$ cat config.mk
export PLATFORM = sky130hd
export DESIGN_NAME = mem_access_unit
export DESIGN_NICKNAME = d
export VERILOG_FILES = /design/src/rtl/mem_pkg.sv /design/src/rtl/mem_access_unit_load_extend.sv /design/src/rtl/mem_access_unit.sv
export SDC_FILE = /design/constraint.sdc
export NUM_CORES = 1
export LEC_CHECK = 0
export CAP_MARGIN = 20
export CELL_PAD_IN_SITES_DETAIL_PLACEMENT = 1
export CELL_PAD_IN_SITES_GLOBAL_PLACEMENT = 2
export CORE_ASPECT_RATIO = 0.6
export CORE_MARGIN = 2
export CORE_UTILIZATION = 30
export CTS_BUF_LIST = sky130_fd_sc_hd__clkbuf_4 sky130_fd_sc_hd__clkbuf_8 sky130_fd_sc_hd__clkbuf_16
export DETAILED_ROUTE_END_ITERATION = 16
export PLACE_DENSITY = 0.82
export SYNTH_ARGS = -nofsm -noshare
export SYNTH_HDL_FRONTEND = slang
export SYNTH_SLANG_ARGS = --single-unit
$ cat constraint.sdc
create_clock -name clk -period 6.2 [get_ports clk]
set_clock_uncertainty 0.1 [all_clocks]
set_input_delay 1.86 -clock clk [delete_from_list [all_inputs] [get_ports clk]]
set_output_delay 1.86 -clock clk [all_outputs]
set_load 0.005 [all_outputs]
$ cat src/rtl/mem_pkg.sv
// Shared types for the load/store sequencer: operation codes, data_mem
// byte-access codes and the sequencer state encoding.
package mem_pkg;

    typedef enum logic [2:0] {
        OP_LW  = 3'd0,
        OP_LH  = 3'd1,
        OP_LHU = 3'd2,
        OP_LB  = 3'd3,
        OP_LBU = 3'd4,
        OP_SW  = 3'd5,
        OP_SH  = 3'd6,
        OP_SB  = 3'd7
    } op_e;

    typedef enum logic [1:0] {
        BA_NONE = 2'b00,
        BA_RDB  = 2'b01,
        BA_WRB  = 2'b10
    } ba_e;

    typedef enum logic [1:0] {
        S_IDLE,
        S_ACC0,
        S_ACC1,
        S_RESP
    } state_e;

    // Access size minus one, used for the last-byte range check.
    function automatic logic [1:0] op_size_m1(input op_e op);
        case (op)
            OP_LW, OP_SW:         return 2'd3;
            OP_LH, OP_LHU, OP_SH: return 2'd1;
            default:              return 2'd0;
        endcase
    endfunction

    function automatic logic op_is_word(input op_e op);
        return (op == OP_LW) || (op == OP_SW);
    endfunction

    function automatic logic op_is_half(input op_e op);
        return (op == OP_LH) || (op == OP_LHU) || (op == OP_SH);
    endfunction

endpackage

$ cat src/rtl/mem_access_unit_load_extend.sv
// Load result formatting: selects and sign/zero-extends the captured data.
module load_extend
    import mem_pkg::*;
(
    input  logic [2:0]  i_op,
    input  logic [31:0] i_data,
    output logic [31:0] o_rdata
);

    always_comb begin
        o_rdata = '0;
        case (op_e'(i_op))
            OP_LW:   o_rdata = i_data;
            OP_LH:   o_rdata = {{16{i_data[15]}}, i_data[15:0]};
            OP_LHU:  o_rdata = {16'h0000, i_data[15:0]};
            OP_LB:   o_rdata = {{24{i_data[7]}}, i_data[7:0]};
            OP_LBU:  o_rdata = {24'h000000, i_data[7:0]};
            default: o_rdata = '0;
        endcase
    end

endmodule

$ cat src/rtl/mem_access_unit.sv
// Load/store sequencer: splits word accesses into two big-endian halfword
// accesses to data_mem and returns an extended, registered load result.
module mem_access_unit
    import mem_pkg::*;
#(
    parameter int MEM_BYTES = 20,
    parameter int ADDR_W    = 32
) (
    input  logic              clk,
    input  logic              rst,
    input  logic              req_valid,
    output logic              req_ready,
    input  logic [2:0]        req_op,
    input  logic [ADDR_W-1:0] req_addr,
    input  logic [31:0]       req_wdata,
    output logic              resp_valid,
    output logic [31:0]       resp_rdata,
    output logic              resp_err,
    output logic              mem_write,
    output logic              mem_read,
    output logic [1:0]        mem_byteaccess,
    output logic [ADDR_W-1:0] mem_address,
    output logic [15:0]       mem_data_in,
    input  logic [15:0]       mem_data_out,
    input  logic [7:0]        mem_data_out_byte
);

    state_e            r_state;
    state_e            w_next;
    op_e               r_op;
    logic [ADDR_W-1:0] r_addr;
    logic [31:0]       r_wdata;
    logic [31:0]       r_cap;
    logic              r_resp_valid;
    logic              r_resp_err;
    logic [31:0]       r_resp_rdata;

    op_e               w_req_op;
    logic [ADDR_W:0]   w_last;
    logic              w_misalign;
    logic              w_oob;
    logic              w_req_err;
    logic [31:0]       w_cap_next;
    logic [31:0]       w_ext;

    // One extra address bit so a request wrapping past 2^ADDR_W is out of range.
    assign w_req_op   = op_e'(req_op);
    assign w_last     = {1'b0, req_addr} + {{(ADDR_W-1){1'b0}}, op_size_m1(w_req_op)};
    assign w_oob      = w_last >= (ADDR_W+1)'(MEM_BYTES);
    assign w_misalign = (op_is_word(w_req_op) && (req_addr[1:0] != 2'b00)) ||
                        (op_is_half(w_req_op) && req_addr[0]);
    assign w_req_err  = w_misalign || w_oob;

    always_ff @(posedge clk) begin
        if (rst) begin
            r_state <= S_IDLE;
        end else begin
            r_state <= w_next;
        end
    end

    always_comb begin
        w_next         = r_state;
        req_ready      = 1'b0;
        mem_write      = 1'b0;
        mem_read       = 1'b0;
        mem_byteaccess = BA_NONE;
        mem_address    = '0;
        mem_data_in    = '0;
        w_cap_next     = r_cap;
        case (r_state)
            S_IDLE: begin
                req_ready = 1'b1;
                if (req_valid) begin
                    w_next = w_req_err ? S_RESP : S_ACC0;
                end
            end
            S_ACC0: begin
                mem_address = r_addr;
                case (r_op)
                    OP_LW: begin
                        mem_read          = 1'b1;
                        w_cap_next[31:16] = mem_data_out;
                    end
                    OP_LH, OP_LHU: begin
                        mem_read         = 1'b1;
                        w_cap_next[15:0] = mem_data_out;
                    end
                    OP_LB, OP_LBU: begin
                        mem_byteaccess   = BA_RDB;
                        w_cap_next[15:0] = {8'h00, mem_data_out_byte};
                    end
                    OP_SW: begin
                        mem_write   = 1'b1;
                        mem_data_in = r_wdata[31:16];
                    end
                    OP_SH: begin
                        mem_write   = 1'b1;
                        mem_data_in = r_wdata[15:0];
                    end
                    default: begin
                        mem_byteaccess = BA_WRB;
                        mem_data_in    = {8'h00, r_wdata[7:0]};
                    end
                endcase
                w_next = op_is_word(r_op) ? S_ACC1 : S_RESP;
            end
            S_ACC1: begin
                mem_address = r_addr + ADDR_W'(2);
                if (r_op == OP_LW) begin
                    mem_read         = 1'b1;
                    w_cap_next[15:0] = mem_data_out;
                end else begin
                    mem_write   = 1'b1;
                    mem_data_in = r_wdata[15:0];
                end
                w_next = S_RESP;
            end
            default: begin
                w_next = S_IDLE;
            end
        endcase
        // Strobes are masked during reset so an aborted word store loses its second half.
        if (rst) begin
            mem_write      = 1'b0;
            mem_read       = 1'b0;
            mem_byteaccess = BA_NONE;
        end
    end

    // Extension sees the halfword being captured this cycle, so the result registers in step with RESP.
    load_extend u_load_extend (
        .i_op    (r_op),
        .i_data  (w_cap_next),
        .o_rdata (w_ext)
    );

    always_ff @(posedge clk) begin
        if (rst) begin
            r_cap        <= '0;
            r_resp_valid <= 1'b0;
            r_resp_err   <= 1'b0;
            r_resp_rdata <= '0;
        end else begin
            r_cap        <= w_cap_next;
            r_resp_valid <= (w_next == S_RESP);
            r_resp_err   <= (r_state == S_IDLE) && (w_next == S_RESP);
            r_resp_rdata <= ((w_next == S_RESP) && (r_state != S_IDLE)) ? w_ext : '0;
            if ((r_state == S_IDLE) && req_valid) begin
                r_op    <= w_req_op;
                r_addr  <= req_addr;
                r_wdata <= req_wdata;
            end
        end
    end

    assign resp_valid = r_resp_valid;
    assign resp_err   = r_resp_err;
    assign resp_rdata = r_resp_rdata;

endmodule

# ---- Word level (Yosys, flattened, before mapping)
# Index checks and enable logic that the tools add are counted.
dict set report op_classes {
  bitwise_logic 2
  n_mux 27
  magnitude_cmp 1
  div_mod_pow 0
  multipliers 0
  n_addsub 2
  n_eq_ne 13
  shift 0
  n_reduce_logical 26
}
# operator count
set ops {}
lappend ops {{32-bit one-hot mux with 5 select lines} 1}
lappend ops {{16-bit one-hot mux with 2 select lines} 3}
lappend ops {{16-bit 2-to-1 mux} 4}
lappend ops {{32-bit one-hot mux with 2 select lines} 1}
lappend ops {{16-bit one-hot mux with 3 select lines} 1}
lappend ops {{32-bit by 2-bit adder with 33-bit output} 1}
lappend ops {{33-bit by 5-bit greater-or-equal comparator with 1-bit output, second input constant} 1}
lappend ops {{32-bit by 2-bit adder with 32-bit output, second input constant} 1}
lappend ops {{3-bit equality test, second input constant} 5}
lappend ops {{2-bit OR reduction} 5}
lappend ops {{5-bit OR reduction} 2}
lappend ops {{3-bit by 2-bit equality test with 1-bit output, second input constant} 3}
lappend ops {{1-bit 2-to-1 mux} 8}
lappend ops {{2-bit 2-to-1 mux} 4}
lappend ops {{2-bit one-hot mux with 2 select lines} 2}
lappend ops {{3-bit by 1-bit equality test with 1-bit output, second input constant} 2}
lappend ops {{3-bit logical NOT} 2}
lappend ops {{1-bit logical OR} 6}
lappend ops {{2-bit one-hot mux with 3 select lines} 1}
lappend ops {{3-bit OR reduction} 2}
lappend ops {{1-bit logical AND} 5}
lappend ops {{2-bit equality test, second input constant} 2}
lappend ops {{1-bit one-hot mux with 2 select lines} 2}
lappend ops {{2-bit nonzero test} 2}
lappend ops {{4 further kinds} 5}
dict set report word_totals {
  n_memories 0
  mem_bits_ro 0
  input_bits 94
  ramBits 0
  latch_bits 0
  word_cells 79
  reg_bits 135
}

# ---- Longest topological paths before layout
dict set report depth {
  word_depth 13
  ltp_mapped 12
  depth_no_buf 12
}

# ---- Hierarchy
# Synthesis repeated with hierarchy kept, for this count alone.
dict set report hier_totals {
  hier_cells 710
  area_unflattened_um2 7109.3
}
# mod area_each_um2 cells_each n_inst seq_area_each_um2
set by_module_without_submodules {}
lappend by_module_without_submodules {mem_access_unit 6571.3 640 1 3373.2}
lappend by_module_without_submodules {load_extend 538.0 70 1 0.0}

# ---- Worst setup path after synthesis
# Ideal clock, no wire load.
dict set report synth_path {
  path_kind {input to register}
  startpoint {in rst}
  endpoint {reg r_addr[0] (enable)}
  path_buffers 2
  setup_time_ps 493
  t_arrival_ps 5083
  required_ps 5607
  setup_slack_ps 524
  path_stages 3
  path_cell_list {clkbuf_1 -> buf_1 -> nor2_1}
}
dict set report synth_via {
  elab_chain_len 2
}
# item line
set synth_rtl {}
lappend synth_rtl {{from (decl)} mem_access_unit.sv:10} ;# input logic rst,
lappend synth_rtl {{1-bit NOT (no line)} n/a}
lappend synth_rtl {{2-bit AND reduction (no line)} n/a}
lappend synth_rtl {{to (signal assigned)} mem_access_unit.sv:151} ;# r_addr <= req_addr;
lappend synth_rtl {{to (decl)} mem_access_unit.sv:31} ;# logic [ADDR_W-1:0] r_addr;
# Every way passes these cells.
# A chain may end at the register's enable or synchronous reset.

# ---- Final worst setup path
dict set report layout_path {
  startpoint {reg r_addr[1]}
  endpoint {out mem_address[29]}
}
dict set report layout_via {
  elab_chain_len 2
}
# item line
set layout_rtl {}
lappend layout_rtl {{32-bit by 2-bit adder with 32-bit output} mem_access_unit.sv:109} ;# mem_address = r_addr + ADDR_W'(2);
lappend layout_rtl {{32-bit one-hot mux with 2 select lines} mem_access_unit.sv:71} ;# case (r_state)
lappend layout_rtl {{to (decl)} mem_access_unit.sv:22} ;# output logic [ADDR_W-1:0] mem_address,
# Every way passes these cells.

==> impl_results.md <==
* Status: finished, final reports clean
* Clk buf depth at 2
* Synth top area cells: edfxtp_1 (29%), dfxtp_1 (20%), nor2_1 (4.7%), a22oi_1 (4.6%), nand2_1 (4.4%)
* Root Driver: clkbuf_16
* Setup crit end kind: primary output
* Hold crit path type: reg -> reg
* Largest net degree at the start of global routing at 52
* Cell Pwr Density at 346 nW/um2
* Final setup viols at 0
* DRC at 0
* Seq/Total Area, Yosys at 48.4%
* Syn_area_per_cell at 9.38 um2
* Final Cycle Share at 88.2%
* Initial drt markers at 295
* Crit path DAT at 3510 ps
* Vias in the first global route at 6232
* Peak supply drop at 0.220 mV
* Sequential cell area at 3370 um2
* Setup CP Type: reg -> out
* Die Width at 201 um
* CTS tree: done
* Core ar. at 23000 um2
* Slew Viols, Final at 0
* Filler instances at 2601
* Post-synth EDFFs at 67
* Headroom to the max-slew limit at 30.8%
* Cts bufs inserted at 17
* DR vias/cell at 5.13
* Routed len/inst at 19.2 um
* Fmax at 0.183 GHz
* Initial Util at 30.3%
* Top-area cell type share of the netlist area at 28.9%
* Die ar. at 24500 um2
* Vias at 6326
* Post-synth net total at 845
* Worst-margin pin slew at 1030 ps
* Post-CTS setup buffer count at 0
* Cells after Synth at 743
* Critical Path Start Type: flop
* Dominant synthesized flop cell: dfxtp_1
* Synth Register Bits at 135
* RSZ-0062 raised after global routing: no
* Final Hold Vio Count at 0
* Cell Area, Synth at 6970 um2
* Data required, critical path at 4240 ps
* Fin Setup TNS at 0 ps
* First-pass GRT wire length at 36900 um
* Netlist cell types at 59
* Antenna violations before repair at 0
* Slack of the critical path at 733 ps
* Hold_buf cts at 0
* H-tree levels at 4
* Max-cap violations at 0
* Pre-CTS setup slack at 752 ps
* Remaining antenna violation count at 0
* # clock sinks at 135
* Post-synth top area cell: edfxtp_1
* Hpwl dp at 17300 um
* Multi-input logic area at 3390 um2
* GR Overflow Total at 0
* Leak at 3.24 nW
* Antenna cells at 0
* Crit path time final at 5470 ps
* Port buffer count at 180
* Layout Nets at 1009
* Area Growth Syn to Fin at 38.6%
* Yosys warnings at 0
* Resized cells post-CTS at 0
* CP max FO at 5
* Gpl congestion at 0.820
* Layout cells sized above 1 at 7.95%
* GRT Overall Usage at 19.6%
* Clk Latency, worst-skew pair at 420 ps
* Routed WL at 23700 um
* Die boundary height at 122 um
* CTS clk-pin slew, worst paths at 50 ps
* Io pins at 181
* Pre-antenna DRT Iters at 5
* Num rows at 43
* Ys async rst share at 0%
-- power breakdown --
group / switching (W) / internal (W)
combinational: 0.000694 / 0.000564
clock: 0.000362 / 0.000629
sequential: 0.0000554 / 0.00103
total: 0.00111 / 0.00223
-- worst paths after layout --
kind | slack (ps) | from | to | cells past startpoint
worst max-delay path | 730 | r_addr[1]$_DFFE_PP_ | mem_address[29] | 9
worst min-delay path | 350 | r_cap[23]$_SDFF_PP0_ | r_cap[23]$_SDFF_PP0_ | 2
worst min register to register | 350 | r_cap[23]$_SDFF_PP0_ | r_cap[23]$_SDFF_PP0_ | 2
worst max register to register | 1710 | r_state[1]$_SDFF_PP0_ | resp_rdata[20]$_SDFF_PP0_ | 9
-- cells in the final DEF, fill, tap and decap left out, types with 10 or more instances in the layout --
cell and n:
clkdlybuf4s50_1 180, nor2_1 87, nand2_1 82, dfxtp_1 68, edfxtp_1 67, o21ai_0 49, a22oi_1 43, a21oi_1 33
nor2b_1 28, nand3_1 26, mux2i_1 20, clkbuf_16 18, and2_1 17, nor3_1 15, nand4_1 13, and3_1 13
mux2_2 11, o21ai_2 10
-- state kept, by name, summed over array words and instances, names as in the netlist --
signal,count
r_state,2
resp_err,1
r_cap,32
r_op,3
r_addr,32
resp_valid,1
resp_rdata,32
r_wdata,32
-- layer usage --
metal  vias to the layer above  track usage [%]  share of wire, %
li1                       3043                -                 -
met1                      3080             29.7                53
met2                       182             26.6                40
met3                        21             5.91               6.7
met4                         0             5.00               1.0
met5                         -                0                 0
-- worst max-delay path: stages, from the launching register on --
cell and delay [ps]:
edfxtp_1 380, ha_1 200, nand3_1 170, nor2_1 390, nand3_1 290, nor2_1 250
nand3_1 190, or4_1 490, a21boi_0 190, clkdlybuf4s50_1 530
-- synth_stat cells, types with 5 or more instances --
| master | number |
|---|---|
| nor2_1 | 88 |
| nand2_1 | 82 |
| dfxtp_1 | 68 |
| edfxtp_1 | 67 |
| o21ai_0 | 49 |
| a22oi_1 | 43 |
| a21oi_1 | 33 |
| clkbuf_1 | 30 |
| nor2b_1 | 28 |
| nand3_1 | 26 |
| mux2i_1 | 20 |
| and2_1 | 17 |
| nor3_1 | 16 |
| and3_1 | 13 |
| nand4_1 | 13 |
| mux2_2 | 11 |
| o21ai_2 | 10 |
| a21o_1 | 8 |
| a22o_1 | 8 |
| inv_1 | 8 |
| nor4_1 | 8 |
| buf_1 | 7 |
| ha_1 | 7 |
| a21boi_0 | 6 |
| a31oi_1 | 6 |
| xor2_1 | 6 |
| or4_1 | 5 |
| xnor2_1 | 5 |
-- metrics by stage --
step	instance area (um2)	hold slack [ps]	power, W	util [%]	std cells
floorplan	6970	336	0.00180	-	743
CTS	9650	357	0.00339	42.0	1232
global placement	9060	343	0.00236	39.4	1202
detailed placement	9060	350	0.00238	39.4	1202
finish	9660	355	0.00334	42.0	1233
global route	9660	372	0.00353	42.0	1233
-- cell families (layout without fill, tap and decap cells) --
group / count (synthesis) / in the layout / synth area share, %
simple gates: 316 / 316 / 22.7
compound gates: 190 / 190 / 18.1
flops: 135 / 135 / 48.4
buf+inv: 52 / 227 / 3.20
mux: 31 / 31 / 4.65
xor+xnor: 11 / 11 / 1.38
fa+ha+maj: 8 / 8 / 1.54
-- area by class of cell --
class,instances,share of cell area (%)
Timing Repair Buffer,189,19.5
Clock inverter,1,0.0518
Clock buffer,29,6.04
Sequential cell,135,34.9
Tap cell,315,4.08
Multi-Input combinational cell,556,35.1
Inverter,8,0.311
Note: power is estimated with default switching activity, not from simulation.
